### config.mk
export PLATFORM = sky130hd
export DESIGN_NAME = pipe_stage_skid
export DESIGN_NICKNAME = d
export VERILOG_FILES = /design/src/rtl/pipe_stage_skid.sv
export SDC_FILE = /design/constraint.sdc
export NUM_CORES = 1
export LEC_CHECK = 0
export CORE_ASPECT_RATIO = 2
export CORE_MARGIN = 1.5
export CORE_UTILIZATION = 35
export DETAILED_ROUTE_END_ITERATION = 7
export HOLD_SLACK_MARGIN = 0.05
export PLACE_DENSITY_LB_ADDON = 0.3
export SLEW_MARGIN = 20
export SYNTH_ARGS = -nofsm -noshare
export SYNTH_HDL_FRONTEND = slang
export SYNTH_SLANG_ARGS = --single-unit
### constraint.sdc
create_clock -name clock -period 5.09 [get_ports clock]
set_clock_uncertainty 0.1 [all_clocks]
set_input_delay 1.018 -clock clock [delete_from_list [all_inputs] [get_ports clock]]
set_output_delay 1.018 -clock clock [all_outputs]
set_load 0.02 [all_outputs]
### src/rtl/pipe_stage_skid.sv
// ---------------------------------------------------------------------------
// pipe_stage_skid
//   Generic pipeline-stage register for the inter-stage boundaries
//   (IF/ID, ID/MEX, MEX/WB). Moves a data payload and a control payload
//   downstream under a valid/ready handshake. With SKID=1 a second (skid)
//   register absorbs the beat that arrives in the cycle downstream stalls,
//   so up_ready can be a plain register. With SKID=0 a single register is
//   used and up_ready depends combinationally on dn_ready.
//   A flush kills all contents and leaves zeroed control payloads behind.
//   A saturating counter records cycles in which downstream stalls a beat.
//
// Ports
//   clock        : clock, all state updates on posedge
//   reset_n      : asynchronous active-low reset
//   flush        : synchronous kill of all stage contents (highest priority)
//   up_valid     : upstream beat present
//   up_ready     : stage can accept a beat this cycle
//   up_data      : upstream data payload   [DATA_W]
//   up_ctrl      : upstream control payload [CTRL_W]
//   dn_valid     : beat presented to downstream
//   dn_ready     : downstream accepts the beat
//   dn_data      : downstream data payload  [DATA_W]
//   dn_ctrl      : downstream control payload, 0 whenever dn_valid=0
//   occupancy    : beats held (0, 1, or 2 with SKID=1)
//   stall_cycles : saturating count of dn_valid && !dn_ready cycles [CNT_W]
// ---------------------------------------------------------------------------
module pipe_stage_skid #(
  parameter int DATA_W   = 32,
  parameter int CTRL_W   = 16,
  parameter int SKID     = 1,
  parameter int CLR_DATA = 0,
  parameter int CNT_W    = 16
) (
  input  logic              clock,
  input  logic              reset_n,
  input  logic              flush,
  input  logic              up_valid,
  output logic              up_ready,
  input  logic [DATA_W-1:0] up_data,
  input  logic [CTRL_W-1:0] up_ctrl,
  output logic              dn_valid,
  input  logic              dn_ready,
  output logic [DATA_W-1:0] dn_data,
  output logic [CTRL_W-1:0] dn_ctrl,
  output logic [1:0]        occupancy,
  output logic [CNT_W-1:0]  stall_cycles
);

  typedef enum logic [1:0] {
    ST_EMPTY = 2'd0,
    ST_FULL  = 2'd1,
    ST_SKID  = 2'd2
  } state_t;

  state_t state_q, state_d;

  // Main register M feeds the outputs; skid register S holds the beat that
  // arrived while M was stalled. S is never visible downstream directly.
  logic [DATA_W-1:0] m_data_p1, s_data_p1;
  logic [CTRL_W-1:0] m_ctrl_p1, s_ctrl_p1;
  logic              rdy_q;
  logic [CNT_W-1:0]  stall_q;

  logic accept, pop;
  logic ld_m_up, ld_m_s, ld_s_up;

  function automatic logic [CNT_W-1:0] sat_inc(input logic [CNT_W-1:0] v);
    return (&v) ? v : v + 1'b1;
  endfunction

  assign dn_valid = (state_q != ST_EMPTY);
  assign accept   = up_valid && up_ready;
  assign pop      = dn_valid && dn_ready;

  // rdy_q is 0 during reset and rises on the first edge after release.
  // With SKID=0 it only gates the combinational ready out of reset, since
  // the SKID state is unreachable (accept in FULL implies pop).
  assign up_ready = (SKID != 0) ? rdy_q : (rdy_q && (!dn_valid || dn_ready));

  always_comb begin
    state_d = state_q;
    ld_m_up = 1'b0;
    ld_m_s  = 1'b0;
    ld_s_up = 1'b0;
    if (flush) begin
      state_d = ST_EMPTY;
    end else begin
      case (state_q)
        ST_EMPTY: begin
          if (accept) begin
            state_d = ST_FULL;
            ld_m_up = 1'b1;
          end
        end
        ST_FULL: begin
          if (accept && pop) begin
            ld_m_up = 1'b1;
          end else if (accept) begin
            state_d = ST_SKID;
            ld_s_up = 1'b1;
          end else if (pop) begin
            state_d = ST_EMPTY;
          end
        end
        ST_SKID: begin
          if (pop) begin
            state_d = ST_FULL;
            ld_m_s  = 1'b1;
          end
        end
        default: state_d = ST_EMPTY;
      endcase
    end
  end

  // ---- stage boundary: control state ----
  always_ff @(posedge clock or negedge reset_n) begin
    if (!reset_n) begin
      state_q <= ST_EMPTY;
      rdy_q   <= 1'b0;
      stall_q <= '0;
    end else begin
      state_q <= state_d;
      rdy_q   <= (state_d != ST_SKID);
      if (dn_valid && !dn_ready) begin
        stall_q <= sat_inc(stall_q);
      end
    end
  end

  // ---- stage boundary: payload registers ----
  // Control payloads are zeroed on flush so a killed beat can never leak
  // enable bits; data payloads only clear when CLR_DATA is set.
  always_ff @(posedge clock or negedge reset_n) begin
    if (!reset_n) begin
      m_data_p1 <= '0;
      m_ctrl_p1 <= '0;
      s_data_p1 <= '0;
      s_ctrl_p1 <= '0;
    end else if (flush) begin
      m_ctrl_p1 <= '0;
      s_ctrl_p1 <= '0;
      if (CLR_DATA != 0) begin
        m_data_p1 <= '0;
        s_data_p1 <= '0;
      end
    end else begin
      if (ld_m_up) begin
        m_data_p1 <= up_data;
        m_ctrl_p1 <= up_ctrl;
      end else if (ld_m_s) begin
        m_data_p1 <= s_data_p1;
        m_ctrl_p1 <= s_ctrl_p1;
      end
      if (ld_s_up) begin
        s_data_p1 <= up_data;
        s_ctrl_p1 <= up_ctrl;
      end
    end
  end

  assign dn_data      = m_data_p1;
  assign dn_ctrl      = dn_valid ? m_ctrl_p1 : '0;
  assign stall_cycles = stall_q;

  always_comb begin
    occupancy = 2'd0;
    case (state_q)
      ST_FULL: occupancy = 2'd1;
      ST_SKID: occupancy = 2'd2;
      default: occupancy = 2'd0;
    endcase
  end

endmodule
## Yosys cells after proc, flatten, opt, wreduce, memory -nomap -nowiden

Cells that the tools add are included.

- Output and inout port bits: 68
- Bits in registers: 115

- Equal/unequal tests: 3
- $add $sub $neg: 1
- Reductions and logical operators: 14
- Muxes and demuxes: 26
- Bitwise operators: 2

Operators with widths:

| operator | count |
|---|---|
| $mux 16 | 6 |
| $mux 32 | 2 |
| $add 16x1->16 const B | 1 |
| $reduce_and 16->1 | 1 |
| $mux 2 | 6 |
| $mux 1 | 9 |
| $pmux 2 s3 | 1 |
| $reduce_and 2->1 | 3 |
| $reduce_bool 2->1 | 3 |
| $logic_and 1x1->1 | 4 |
| $pmux 2 s2 | 1 |
| $reduce_bool 3->1 | 1 |
| $eq 2x1->1 const B | 1 |
| $eq 2x2->1 const B | 1 |
| $logic_not 2->1 | 1 |
| $ne 2x2->1 const B | 1 |
| $not 1->1 | 2 |
| $pmux 1 s2 | 1 |
| $logic_not 1->1 | 1 |

## Logic depth before layout (Yosys ltp)

Gate-level depths: netlist of run 1.

- Depth after elaboration: 8
- Mapped depth: 7
- Gate-level depth less buffers: 5

## Least setup slack after synthesis of run 1

No wires, ideal clock.

- Path kind: register to output
- Start point: register state_q[0]
- End point: output dn_valid
- Arrival time: 1.290 ns
- Stages on the path, launching flop included: 5
- Setup slack: 2.682 ns
- Buffers on the path: 2
- Cells stage by stage: dfrtp_1 > buf_2 > nor2_1 > clkbuf_1 > inv_1

- Word-level cells in the longest chain between the ends: 1

RTL lines:

| element | line | RTL |
|---|---|---|
| start: declaration | 55 | `state_t state_q, state_d;` |
| start signal: assignment | 123 | `state_q <= state_d;` |
| $reduce_bool 2->1 | 71 | `assign dn_valid = (state_q != ST_EMPTY);` |
| end: declaration | 41 | `output logic dn_valid,` |

Every way passes these cells.

## Worst setup path after layout of run 1

- Start point: input flush
- End point: register m_data_p1[17], in the netlist dn_data[17]

- Word-level cells in the longest chain between the ends: 3
- Elaborated cells on any way between the ends: 6
- Classes of those cells: 3 x mux; 1 x bitwise; 2 x reduce/logical

RTL lines:

| element | line | RTL |
|---|---|---|
| start: declaration | 36 | `input logic flush,` |
| $mux 1 | 85 | `if (flush) begin` |
| $reduce_bool 2->1 (no source line) | - |  |
| $reduce_and 2->1 (no source line) | - |  |
| end signal: assignment | 149 | `m_data_p1 <= up_data;` |
| end signal: assignment | 152 | `m_data_p1 <= s_data_p1;` |
| end: declaration | 59 | `logic [DATA_W-1:0] m_data_p1, s_data_p1;` |

Several ways; a longest one is shown, not always the timed one.
A chain may end at the register's enable or synchronous reset.

==> metrics.csv, run 1 <==
metric,value,unit
async_reset_ff_frac,1.000,
r2r_end,s_data_p1[12],
grt_max_degree,49,
die_area,15650,um2
worst_ep_required_time,5.30,ns
drv_slew,0,
grt_pass1_wl,21060,um
power_density,430.1,nW/um2
fin_setup_tns,0,ns
num_vias,4029,
io_pins,121,
synth_warnings,0,
status,"complete, no violations",
hold_class,reg2reg,
synth_area,5201,um2
p_leak,3.083,nW
total_power,3.053,mW
max_freq,0.2998,GHz
p_int,2.166,mW
finalCritPeriodShare,0.6554,
synth.most_common_cell,dfrtp_1,
start_util,0.3605,
synth-edff-count,0,
max-slew-margin-rel,0.2786,
rows,62,
holdWs,0.3989,ns
gp_congestion,0.8522,
rr_worst_depth,4,
combPwrFrac,0.234,
grt_pass1_vias,4194,
synthFlopType,dfrtp_1,
nets,639,
viasPerCell,5.094,
power_switching,886.8,uW
critPathArrivalTime,3.54,ns
startpoint_type,input pin,
ys_ff_latch,115,
drtIter0Drc,195,
finalHoldViolations,0,
grt_remaining_overflow,0,
die_w,89.20,um
ys_seq_area_frac,0.5533,
clkPwrFrac,0.369,
drc,0,
tightest_slew,1.082,ns
avgSynthCellArea,11.09,um2
setup_ws,1.754,ns
max_cap_viol_count,0,
cts_buffers,17,
dp_hpwl,8852,um
timing.reg2reg.setup_slack,2.59,ns
ctsHoldBuffers,0,
grt.total_usage,0.1749,
end_kind,register,
first_pass_iters,4,
cts_tree,yes,
cts_resized,0,
synth_top_area_frac,0.5533,
crit_type,in2reg,
area_growth,36.44,%
critPathLaunch,flush,
clock_latency,0.40,ns
drtAntennaViolNets,0,
clkSinkCount,115,
portBuffers,120,
core,14430,um2
clockBufferDepth,2,
yosysUniqueCellTypes,41,
synthTopCellsByArea,"dfrtp_1 55%, mux2_4 8.7%, nand2_1 5.0%, a31oi_1 4.0%, o221a_2 3.5%",
post_cts.repair.setup_buffers,0,
period_needed,3.336,ns
synthTopCellsByCount,"115 x dfrtp_1, 69 x nand2_1, 38 x nor2_1, 33 x a31oi_1, 30 x mux2_4",
final_layout_size_suffix_gt1_frac,0.1572,
path_clk_slew,0.06,ns
cts_root_buffer,clkbuf_16,
dp_slack,1.391,ns
yosysTopAreaCell,dfrtp_1,
syn_inst,469,
rsz0062_at_grt,no,
totalWireLength,13140,um
cts_htree_levels,4,
worstHoldStart,s_ctrl_p1[1],
finalSetupViolCount,0,
switching_share,0.2905,
hold_depth,1,
r2r-start,state_q[1],
grt_antenna_before_repair,1,
wl_per_cell,16.61,um
path_max_fanout,35,
syn-num-nets,523,
dieHeight,175.4,um
min_to,s_ctrl_p1[1],
pwr-share-seq,0.397,
ir_drop,0.2409,mV
[placed cells by master (no fill, tap or decap), types with 2 or more instances in the layout]
master,count
mux2_4,30
a22o_1,16
buf_4,7
clkbuf_8,2
clkinv_2,4
inv_1,18
nor2b_1,20
inv_6,2
clkinvlp_4,4
xnor2_1,7
a31oi_1,33
nor3_1,6
nand2_1,69
clkdlybuf4s50_1,119
mux2_2,3
dfrtp_1,115
and3_1,4
o221a_2,16
xor2_1,3
nor2_1,38
clkbuf_16,17
o21ai_0,2
nand4_1,6
nand3_1,6
nand4b_1,2
o2111ai_1,2
a21oi_1,25
and2_1,2
[how the worst max path moves through the flow]
stage	slack, ns	depth (start not counted)	end
after global routing	1.53	5	dn_data[17]
final	1.75	5	dn_data[17]
after global placement	1.43	3	s_data_p1[31]
after detailed placement	1.39	3	s_data_p1[31]
after CTS	1.77	5	dn_data[17]
after floorplan	2.68	4	dn_valid
[area by class of cell]
type | instances | area [um2]
clock inverter | 12 | 106.4
timing repair buffer | 126 | 1244
antenna | 1 | 2.502
inverter | 18 | 67.56
sequential | 115 | 2878
multi-input combinational | 307 | 2102
tap | 192 | 240.2
clock buffer | 20 | 456.7
fill | 1358 | 7332
[per-stage QoR]
step / area, um2 / std cells / utilization
after floorplan: 5201 / 469 / -
after global placement: 6525 / 758 / 0.4522
after detailed placement: 6525 / 758 / 0.4522
after CTS: 7088 / 790 / 0.4912
after global routing: 7097 / 791 / 0.4918
final: 7097 / 791 / 0.4918
[flip-flops by register name, summed over array words and instances (netlist names)]
signal / flops
dn_data: 32
state_q: 2
stall_cycles: 16
up_ready: 1
m_ctrl_p1: 16
s_data_p1: 32
s_ctrl_p1: 16
[power groups by stage]
stage	logic [mW]	clock network [mW]	registers [mW]
after global placement	0.700	0	1.22
final	0.715	1.13	1.21
after global routing	0.779	1.19	1.23
after CTS	0.724	1.15	1.21
after detailed placement	0.721	0	1.22
after floorplan	0.321	0	1.29
[cell families (layout without fill, tap and decap cells)]
kind of cell    Yosys count  after routing  share of synthesized area
mux                      34             34                    0.09526
other cells               0              1                          0
flops                   115            115                     0.5533
fa+ha+maj                 1              1                   0.002405
buf+inv                  47            176                    0.04691
simple gates            165            165                     0.1494
xor+xnor                 10             10                    0.01684
compound gates           97             97                     0.1359
[per-layer routing]
| metal | part of all wire | track usage |
|---|---|---|
| met1 | 0.41 | 0.2036 |
| met2 | 0.52 | 0.2995 |
| met3 | 0.042 | 0.03853 |
| met4 | 0.021 | 0.07756 |
| met5 | 0 | 0 |
[worst max-delay path: stages]
cell	delay [ns]
clkdlybuf4s50_1	0.85
a31oi_4	0.93
buf_4	0.43
nor2_1	0.10
a31oi_1	0.20
(Power assumes the default switching activity.)
==> inputs of run 2 (changes only) <==
clock period = 2.8 ns   (was 5.09 ns; I/O delays follow)
==> metrics.csv, run 2 (synthesis gave the netlist of run 1 again) <==
metric,value,unit,change
status,"complete, no violations",,
final_cell_mix,"119 x clkdlybuf4s50_1, 115 x dfrtp_1, 69 x nand2_1",,
dp_slack,0.1223,ns,-1.269 ns
start_util,0.3605,,unchanged
max-slew-margin-rel,0.3591,,+0.08055
drtIter0Drc,182,,-6.7%
placed_area,6623,um2,+1.5%
rsz0062_at_grt,no,,
end_kind,primary output,,
dieHeight,175.4,um,unchanged
first_pass_iters,4,,unchanged
critPathArrivalTime,1.99,ns,-1.55 ns
p_leak,3.167,nW,+2.7%
clockBufferDepth,2,,unchanged
die_area,15650,um2,unchanged
grt_antenna_before_repair,0,,-1
portBuffers,120,,unchanged
die_w,89.20,um,unchanged
multi_input_area,2096,um2,-0.30%
dpl.cell_count,766,,+1.1%
rows,62,,unchanged
fin_setup_tns,0,ns,unchanged
hold_class,in2async,,
cts_buffers,17,,unchanged
worst_ep_required_time,2.14,ns,-3.16 ns
num_vias,4001,,-0.69%
finalHoldViolations,0,,unchanged
cts_tree,yes,,
path_max_fanout,17,,-51%
r2r_end,s_data_p1[30],,
max_freq,0.3769,GHz,
drc,0,,unchanged
grt.total_usage,0.1758,,+0.0008271
endpoint,dn_ctrl[3],,
finalCritPeriodShare,0.9477,,
critPathLaunch,state_q[1],,
dp_hpwl,8593,um,-2.9%
max_cap_viol_count,0,,unchanged
path_clk_slew,0.06,ns,about the same
startpoint_type,register,,
cts_root_buffer,clkbuf_16,,
wl_per_cell,16.13,um,-2.9%
totalWireLength,12870,um,-2.0%
post_cts.repair.setup_buffers,0,,unchanged
grt_pass1_wl,21000,um,-0.26%
drv_slew,0,,unchanged
period_needed,2.654,ns,
ctsHoldBuffers,0,,unchanged
gp_congestion,0.8667,,+1.7%
tightest_slew,0.9561,ns,-0.1260 ns
core,14430,um2,unchanged
grt_pass1_vias,4172,,-0.52%
cts_resized,0,,unchanged
holdWs,0.1109,ns,-0.2881 ns
ir_drop,0.4543,mV,+89%
setup_ws,0.1465,ns,-1.607 ns
rr_worst_depth,5,,+1
cts_htree_levels,4,,unchanged
io_pins,121,,unchanged
grt_max_degree,116,,+140%
diodes,0,,-1
drtAntennaViolNets,0,,unchanged
power_density,801.8,nW/um2,+86%
timing.reg2reg.setup_slack,0.68,ns,-1.91 ns
r2r-start,state_q[1],,
viasPerCell,5.014,,-1.6%
finalSetupViolCount,0,,unchanged
final_area,7253,um2,+2.2%
nets,647,,+1.3%
area_growth,39.45,%,
clkSinkCount,115,,unchanged
mostFrequentLayoutCell,clkdlybuf4s50_1,,
clock_latency,0.40,ns,about the same
final_layout_size_suffix_gt1_frac,0.1683,,+0.01113
crit_type,reg2out,,
grt_remaining_overflow,0,,unchanged
fin_cells,798,,+0.88%
regArea,2878,um2,unchanged
fillers,1346,,-0.88%
## run 2: critical path: stages, from the launching register on
cell             delay, ns
dfrtp_1               0.50
nor2_1                0.10
buf_4                 0.21
nor2b_1               0.15
clkdlybuf4s50_1       0.62
## run 2: per-stage QoR
stage / utilization / total power, mW
6_report: 0.5027 / 5.816
5_1_grt: 0.5027 / 6.104
3_5_place_dp: 0.4590 / 3.541
3_3_place_gp: 0.4590 / 3.505
2_1_floorplan: - / 2.934
4_1_cts: 0.5027 / 5.879
## run 2: layer usage
metal  routed length, um  track usage  vias to the layer above  part of all wire
met1                5232       0.2060                     1984              0.41
met2                6910       0.3029                      103              0.54
met3                 515      0.03900                       14             0.040
met4                 214      0.07051                        0             0.017
li1                    -            -                     1900                 -
met5                   0            0                        -                 0
## run 2: area by class of cell
cell class,instances,area share
tap,192,0.03312
clock inverter,14,0.02777
clock buffer,18,0.05917
inverter,18,0.009315
multi-input combinational,307,0.2889
timing repair buffer,134,0.1849
sequential,115,0.3968
## run 2: worst min-delay path by stage
stage / from / end / slack, ns
finish: reset_n / dn_data[9] / 0.11
global route: reset_n / dn_data[10] / 0.17
CTS: reset_n / dn_data[9] / 0.16
detailed placement: s_ctrl_p1[2] / s_ctrl_p1[2] / 0.38
global placement: s_ctrl_p1[7] / s_ctrl_p1[7] / 0.38
floorplan: reset_n / dn_data[0] / 0.16
## run 2: report_power, final
| group | leakage, nW | switching [mW] | internal [mW] |
|---|---|---|---|
| combinational | 1.42 | 0.605 | 0.700 |
| clock | 0.302 | 0.807 | 1.50 |
| sequential | 1.44 | 0.220 | 1.98 |
==> inputs of run 3 (changes only) <==
ABC_CLOCK_PERIOD_IN_PS = 2800   (was not set)
GPL_ROUTABILITY_DRIVEN = 0   (was not set)
==> results of run 3 <==
Final layout, timing and power as in run 2 (identical DEF).
